--- src/rtl/regfile_wb_arbiter.sv ---
// Register-file write-port arbiter: round-robin between ALU (A) and
// multi-cycle unit (B), with a pending-destination scoreboard for B.
module regfile_wb_arbiter #(
  parameter int DATA_W  = 32,
  parameter int ADDR_W  = 5,
  parameter int NREG    = 32,
  parameter int MAX_OUT = 4,
  parameter int CNT_W   = 3
) (
  input  logic              clk,
  input  logic              rst,
  input  logic              a_valid_i,
  output logic              a_ready_o,
  input  logic [ADDR_W-1:0] a_waddr_i,
  input  logic [DATA_W-1:0] a_wdata_i,
  input  logic              b_valid_i,
  output logic              b_ready_o,
  input  logic [ADDR_W-1:0] b_waddr_i,
  input  logic [DATA_W-1:0] b_wdata_i,
  input  logic              iss_valid_i,
  input  logic [ADDR_W-1:0] iss_waddr_i,
  output logic              iss_stall_o,
  input  logic              re1_i,
  input  logic [ADDR_W-1:0] raddr1_i,
  input  logic              re2_i,
  input  logic [ADDR_W-1:0] raddr2_i,
  input  logic              dst_en_i,
  input  logic [ADDR_W-1:0] dst_addr_i,
  output logic              rd_stall_o,
  output logic              wb_we_o,
  output logic [ADDR_W-1:0] wb_waddr_o,
  output logic [DATA_W-1:0] wb_wdata_o
);

  typedef enum logic {
    SIDE_A = 1'b0,
    SIDE_B = 1'b1
  } side_e;

  localparam logic [CNT_W-1:0] MAX_C = CNT_W'(MAX_OUT);
  localparam logic [CNT_W-1:0] ONE_C = CNT_W'(1);

  side_e             last_q, last_d;
  logic [CNT_W-1:0]  cnt_q, cnt_d;
  logic [NREG-1:0]   pend_q, pend_d;
  logic              wb_we_q, wb_we_d;
  logic [ADDR_W-1:0] wb_waddr_q, wb_waddr_d;
  logic [DATA_W-1:0] wb_wdata_q, wb_wdata_d;

  logic ga, gb;
  logic iss_fire;
  logic cnt_full;
  logic cnt_dec;

  function automatic logic pend_at(
    input logic [NREG-1:0]   vec,
    input logic [ADDR_W-1:0] addr
  );
    return (addr != '0) && vec[addr];
  endfunction

  // Round-robin grant; the side that did not win last time gets priority.
  always_comb begin
    ga = a_valid_i & (~b_valid_i | (last_q == SIDE_B));
    gb = b_valid_i & (~a_valid_i | (last_q == SIDE_A));
  end

  assign a_ready_o = ga;
  assign b_ready_o = gb;

  // Issue gating: outstanding limit and WAW against a pending destination.
  always_comb begin
    cnt_full    = (cnt_q == MAX_C);
    iss_stall_o = cnt_full | pend_at(pend_q, iss_waddr_i);
    iss_fire    = iss_valid_i & ~iss_stall_o;
    cnt_dec     = gb & (cnt_q != '0);
  end

  // Decode-side RAW/WAW hazard against pending B destinations.
  always_comb begin
    rd_stall_o = (re1_i & pend_at(pend_q, raddr1_i))
               | (re2_i & pend_at(pend_q, raddr2_i))
               | (dst_en_i & pend_at(pend_q, dst_addr_i));
  end

  // Next-state for arbitration history, counter and scoreboard.
  always_comb begin
    last_d = last_q;
    if (ga) begin
      last_d = SIDE_A;
    end else if (gb) begin
      last_d = SIDE_B;
    end

    cnt_d = cnt_q;
    if (iss_fire && !cnt_dec) begin
      cnt_d = cnt_q + ONE_C;
    end else if (!iss_fire && cnt_dec) begin
      cnt_d = cnt_q - ONE_C;
    end

    pend_d = pend_q;
    if (gb) begin
      pend_d[b_waddr_i] = 1'b0;
    end
    if (iss_fire && (iss_waddr_i != '0)) begin
      pend_d[iss_waddr_i] = 1'b1;
    end
    pend_d[0] = 1'b0;
  end

  // Write stage next-state: winner's addr/data, hold when idle.
  always_comb begin
    wb_we_d    = 1'b0;
    wb_waddr_d = wb_waddr_q;
    wb_wdata_d = wb_wdata_q;
    unique case (1'b1)
      ga: begin
        wb_we_d    = 1'b1;
        wb_waddr_d = a_waddr_i;
        wb_wdata_d = a_wdata_i;
      end
      gb: begin
        wb_we_d    = 1'b1;
        wb_waddr_d = b_waddr_i;
        wb_wdata_d = b_wdata_i;
      end
      default: ;
    endcase
  end

  // State registers with synchronous reset.
  always_ff @(posedge clk) begin
    if (rst) begin
      last_q     <= SIDE_B;
      cnt_q      <= '0;
      pend_q     <= '0;
      wb_we_q    <= 1'b0;
      wb_waddr_q <= '0;
      wb_wdata_q <= '0;
    end else begin
      last_q     <= last_d;
      cnt_q      <= cnt_d;
      pend_q     <= pend_d;
      wb_we_q    <= wb_we_d;
      wb_waddr_q <= wb_waddr_d;
      wb_wdata_q <= wb_wdata_d;
    end
  end

  assign wb_we_o    = wb_we_q;
  assign wb_waddr_o = wb_waddr_q;
  assign wb_wdata_o = wb_wdata_q;

endmodule

--- config.mk ---
export PLATFORM = sky130hd
export DESIGN_NAME = regfile_wb_arbiter
export DESIGN_NICKNAME = d
export VERILOG_FILES = /design/src/rtl/regfile_wb_arbiter.sv
export SDC_FILE = /design/constraint.sdc
export NUM_CORES = 1
export LEC_CHECK = 0
export ABC_AREA = 1
export BUFFER_PORTS_ARGS = -buffer_cell sky130_fd_sc_hd__buf_2
export CAP_MARGIN = 30
export CORE_ASPECT_RATIO = 1.75
export CORE_MARGIN = 1
export CORE_UTILIZATION = 47
export DETAILED_ROUTE_END_ITERATION = 10
export GPL_ROUTABILITY_DRIVEN = 0
export MAX_ROUTING_LAYER = met4
export PLACE_DENSITY_LB_ADDON = 0.3
export SLEW_MARGIN = 20
export SYNTH_ARGS = -nofsm -noshare
export SYNTH_HDL_FRONTEND = slang
export SYNTH_SLANG_ARGS = --single-unit
--- constraint.sdc ---
create_clock -name clk -period 2.25 [get_ports clk]
set_input_delay 0.1125 -clock clk [delete_from_list [all_inputs] [get_ports clk]]
set_output_delay 0.1125 -clock clk [all_outputs]
set_load 0.01 [all_outputs]
-- After elaboration in Yosys (flattened, before gate mapping)
Index checks and enable logic that the tools add are counted.
- register bits after elaboration: 74
- ROM bits: 0
- output and inout bits: 42
- word-level logic and storage cells: 76
- memories: 0
- RAM bits: 0
- input bits: 102
- latch bits: 0
- multiply operators: 0
- shift operators: 0
- eq/ne operators: 1
- divide/modulo/power cells: 0
- bitwise gates (word level): 19
- reductions and logical operators: 19
- add/subtract/negate cells: 2
- $lt $le $gt $ge: 7
- mux-type cells: 21
- operators with widths (operator ; count):
    32-bit 2-to-1 mux ; 2
    32-bit case mux with 2 select lines ; 1
    32-bit AND ; 1
    32-bit NOT ; 1
    32-bit bitwise OR ; 1
    5-bit by 6-bit less-than comparator with 1-bit output (second input constant) ; 5
    1-bit binary-select mux with 5-bit select ; 4
    5-bit nonzero test ; 4
    1-bit demux with 5-bit select ; 2
    5-bit by 1-bit greater-or-equal comparator with 1-bit output (second input constant) ; 2
    5-bit case mux with 2 select lines ; 1
    1-bit logical AND ; 9
    1-bit 2-to-1 mux ; 9
    1-bit AND ; 7
    3-bit 2-to-1 mux ; 2
    1-bit bitwise OR ; 5
    1-bit NOT ; 4
    2-bit nonzero test ; 2
    3-bit by 1-bit adder with 3-bit output (second input constant) ; 1
    3-bit equality test (second input constant) ; 1
    3-bit nonzero test ; 1
    3-bit by 1-bit subtractor with 3-bit output (second input constant) ; 1
    1-bit zero test ; 2
    2-bit OR reduction ; 1

-- Depth between registers and ports, before layout
- depth after elaboration: 10
- mapped depth: 22
- mapped depth without buffers: 19

-- Worst setup path before layout
OpenSTA, ideal clock, no wires.
- kind: input port to flip-flop
- start point: in iss_waddr_i[0]
- end point: reg cnt_q[2]
- required time: 2.128 ns
- library setup time: 0.122 ns
- arrival time: 2.217 ns
- path buffers: 3
- path slack: -0.089 ns
- cell stages on the path: 21
- path through: buf_6 inv_4 buf_6 nor2_1 nand2_1 nand3_1 nand2_1 nand2_1 nor2_1 nand2_1 nor2_4 buf_6 inv_2 nor2_1 ha_1 inv_1 fa_1 a21oi_1 o21ai_0 o21ai_0 a21oi_1
- longest elaborated chain between the ends: 9
- RTL lines (item ; RTL line ; source):
    start, declared ; 21 ; input logic [ADDR_W-1:0] iss_waddr_i,
    1-bit binary-select mux with 5-bit select ; 59 ; return (addr != '0) && vec[addr];
    1-bit 2-to-1 mux (implied by the code) ; 59 ;
    1-bit logical AND (*) ; 59 ;
    1-bit bitwise OR (*) ; 74 ; iss_stall_o = cnt_full | pend_at(pend_q, iss_waddr_i);
    named net iss_stall_o ; 22 ; output logic iss_stall_o,
    1-bit NOT (*) ; 75 ; iss_fire = iss_valid_i & ~iss_stall_o;
    1-bit AND (*) ; 75 ;
    1-bit zero test ; 98 ; end else if (!iss_fire && cnt_dec) begin
    1-bit logical AND ; 98 ;
    2-bit nonzero test (no source line) ; n/a ;
    end signal, assigned ; 143 ; cnt_q <= cnt_d;
    end, declared ; 44 ; logic [CNT_W-1:0] cnt_q, cnt_d;
The timed path passes the listed nets; every way through them passes the cells marked *. The select of a mux whose other input is x is not followed.
A chain may end at the register's enable or synchronous reset.

-- Worst setup path in the final report
- start point: reg pend_q[20]
- end point: reg cnt_q[2]
- longest elaborated chain between the ends: 9
- RTL lines (item ; RTL line ; source):
    start, declared ; 45 ; logic [NREG-1:0] pend_q, pend_d;
    start signal, assigned ; 144 ; pend_q <= pend_d;
    1-bit binary-select mux with 5-bit select (*) ; 59 ;
    1-bit 2-to-1 mux (implied by the code) (*) ; 59 ;
    1-bit logical AND (*) ; 59 ;
    1-bit bitwise OR (*) ; 74 ;
    1-bit NOT (*) ; 75 ;
    1-bit AND (*) ; 75 ;
    1-bit zero test ; 98 ;
    1-bit logical AND ; 98 ;
    2-bit nonzero test (no source line) ; n/a ;
Every way passes the cells marked *; elsewhere a longest branch is shown, timed or not. The select of a mux whose other input is x is not followed.

==> results.sh <==
export IMPL_outcome="complete, no violations"
export IMPL_hpwlAfterDp_um=11800
export IMPL_n_antenna_cell=0
export IMPL_syn_nets=866
export IMPL_vias=5856
export IMPL_cts_max_path_buffers=2
export IMPL_post_route_period_util_pct=98.0
export IMPL_crit_fanout=5
export IMPL_crit_arrival_ps=2420
export IMPL_period_needed_ps=2200
export IMPL_ys_async_sr_fraction_pct=0
export IMPL_overflow=0
export IMPL_slew_violations=0
export IMPL_grtUsageTotal_pct=32.4
export IMPL_cts_buffers=9
export IMPL_drcViolationCount=0
export IMPL_io_buffers=143
export IMPL_drtIter0Drc=325
export IMPL_cp_end_kind="register"
export IMPL_die_area_um2=10200
export IMPL_yosysTopAreaCell="dfxtp_1"
export IMPL_grt_pass1_wl_um=25600
export IMPL_yosysTopAreaCellShare_pct=31.7
export IMPL_powerDensity_nw_per_um2=649
export IMPL_cts_sinks=73
export IMPL_ys_seq_elements=73
export IMPL_synthTopCellsByArea="dfxtp_1 (32%), nand2_1 (18%), o21ai_0 (12%)"
export IMPL_min_delay_path_class="input port to register"
export IMPL_ant_nets=0
export IMPL_top_usage_layer="met2"
export IMPL_start_util_pct=48.7
export IMPL_cp_data_required_time_ps=2470
export IMPL_grt_max_degree=36
export IMPL_final_cell_area_um2=5900
export IMPL_syn_cell_area_um2=4610
export IMPL_drive_gt1_share_pct=23.6
export IMPL_io_pins=144
export IMPL_skew_ps=5.37
export IMPL_timing_hold_ws_ps=31.5
export IMPL_slew_limit_headroom_pct=69.1
export IMPL_areaGrowthSynthToFinish_pct=27.9
export IMPL_leakage_nw=2.73
export IMPL_rsz0062_at_grt="yes"
export IMPL_nNetsFinal=1016
export IMPL_clk_pin_slew_ps=50
export IMPL_setup_violations=0
export IMPL_viasPerCell=5.64
export IMPL_die_h_um=133
export IMPL_cts_setup_buffers=0
export IMPL_wl_um=15700
export IMPL_finalNonFillerCells=1039
export IMPL_grt_antenna_before_repair=0
export IMPL_peakVddDrop_v=0.000606
export IMPL_synth_edf_count=0
export IMPL_finalSetupTns_ps=0
export IMPL_met1_usage_pct=31.9
export IMPL_worstSetupPathType="register to register"
export IMPL_max_slew_worst_pin_slew_ps=464
export IMPL_start_kind="register"
export IMPL_h_tree_depth=3
export IMPL_tritoncts="yes"
export IMPL_grt_pass1_vias=5599
export IMPL_clock_fmax_mhz=454
export IMPL_cts_root_buf="clkbuf_16"
export IMPL_synth_main_ff_cell="dfxtp_1"
export IMPL_rows=47
export IMPL_place_inst=1023
export IMPL_yosysSeqAreaShare_pct=31.7
export IMPL_grt_use_met2_pct=57.4
export IMPL_synth_cell_types=29
export IMPL_synthCells=762
export IMPL_place_area_um2=5580
export IMPL_hold_viol=0
export IMPL_synth_avg_cell_area_um2=6.05
export IMPL_first_pass_iters=5
export IMPL_insertion_delay_ps=340
export IMPL_grtUsageMet3_pct=5.24
export IMPL_wl_per_cell_um=15.1
export IMPL_maxCapViolations=0
export IMPL_ys_warn_count=0
export IMPL_fp_coreArea_um2=9470
export IMPL_die_x_um=76.9
## flip-flops by register name, indices dropped and copies added (netlist names)
name / flops
last_q: 1
cnt_q: 3
pend_q: 31
wb_waddr_o: 5
wb_wdata_o: 32
wb_we_o: 1
## repair_timing
action,CTS,global route
endpoints found under the setup margin,0,2
hold buffers,0,0
resized for setup,0,12
hold endpoints to repair,0,0
## metrics by stage
step	total power, mW	util [%]	setup slack (ps)
after floorplan	2.09	-	-13.7
after global placement	2.40	58.9	35.2
after detailed placement	2.42	58.9	-27.3
after CTS	3.81	62.1	26.4
after global routing	4.01	62.3	-93.1
final	3.83	62.3	45.1
## cells in the mapped netlist (6+ instances only)
library cell	n
o211ai_1	8
nor2_1	52
nor3_1	8
nand3_1	36
buf_2	6
nand2_1	222
a21oi_1	94
nand4_1	37
o21ai_0	107
dfxtp_1	73
clkbuf_1	31
inv_1	57
## cell type report
cell class,instances,area [um2]
inverters,63,239
fillers,939,3570
clock inverters,1,7.51
multi-input cells,582,2710
well taps,122,153
clock buffers,15,288
repair buffers,183,1030
flip-flops and latches,73,1470
## final timing paths
| kind | from | end | slack (ps) | cells past startpoint |
|---|---|---|---|---|
| max | pend_q[20]$_SDFF_PP0_ | cnt_q[2]$_SDFFE_PP0P_ | 50 | 18 |
| min | a_waddr_i[4] | wb_waddr_o[4]$_SDFFE_PP0P_ | 30 | 3 |
| max reg2reg | pend_q[20]$_SDFF_PP0_ | cnt_q[2]$_SDFFE_PP0P_ | 50 | 18 |
| min reg2reg | wb_wdata_o[16]$_SDFFE_PP0P_ | wb_wdata_o[16]$_SDFFE_PP0P_ | 460 | 2 |
## cells by family (layout without fill, tap and decap cells)
| family | count (synthesis) | after routing | synth area share, % |
|---|---|---|---|
| flops | 73 | 73 | 31.7 |
| fa+ha+maj | 2 | 2 | 0.706 |
| xor+xnor | 1 | 1 | 0.190 |
| compound gates | 222 | 222 | 25.1 |
| simple gates | 357 | 357 | 32.5 |
| buf+inv | 107 | 262 | 9.82 |
## critical path: stages (launching register included)
cell	delay (ps)
dfxtp_1	370
nand2_1	90
nand2_1	40
nand2_1	50
nand2_1	50
nand2_1	60
nand2_1	60
nor2_2	90
nand2_2	70
nor2_4	120
inv_2	50
nor2_2	80
ha_1	150
inv_1	60
fa_2	350
a21oi_2	120
o21ai_1	90
o21ai_1	120
a21oi_1	60
## routing by layer
layer,vias to the layer above,routed length [um]
met5,-,0
met4,0,941
met3,85,856
met2,304,8100
met1,2600,5770
li1,2867,-
## where the power goes
group          internal, mW  switching [mW]
sequential             1.39          0.0628
combinational         0.368           0.601
clock                 0.868           0.537
## cells in the final DEF, fill, tap and decap left out, types with 4 or more instances in the layout
cell,count
dfxtp_1,66
o21ai_0,105
dfxtp_2,7
nand3_1,36
nor2_1,49
nand4_1,37
clkbuf_16,9
nand2_1,221
buf_4,39
o211ai_1,8
inv_1,57
a21oi_1,93
nor3_1,8
buf_2,143
o31ai_1,5
clkbuf_8,4
No activity file was read; power rests on OpenSTA's default activity.
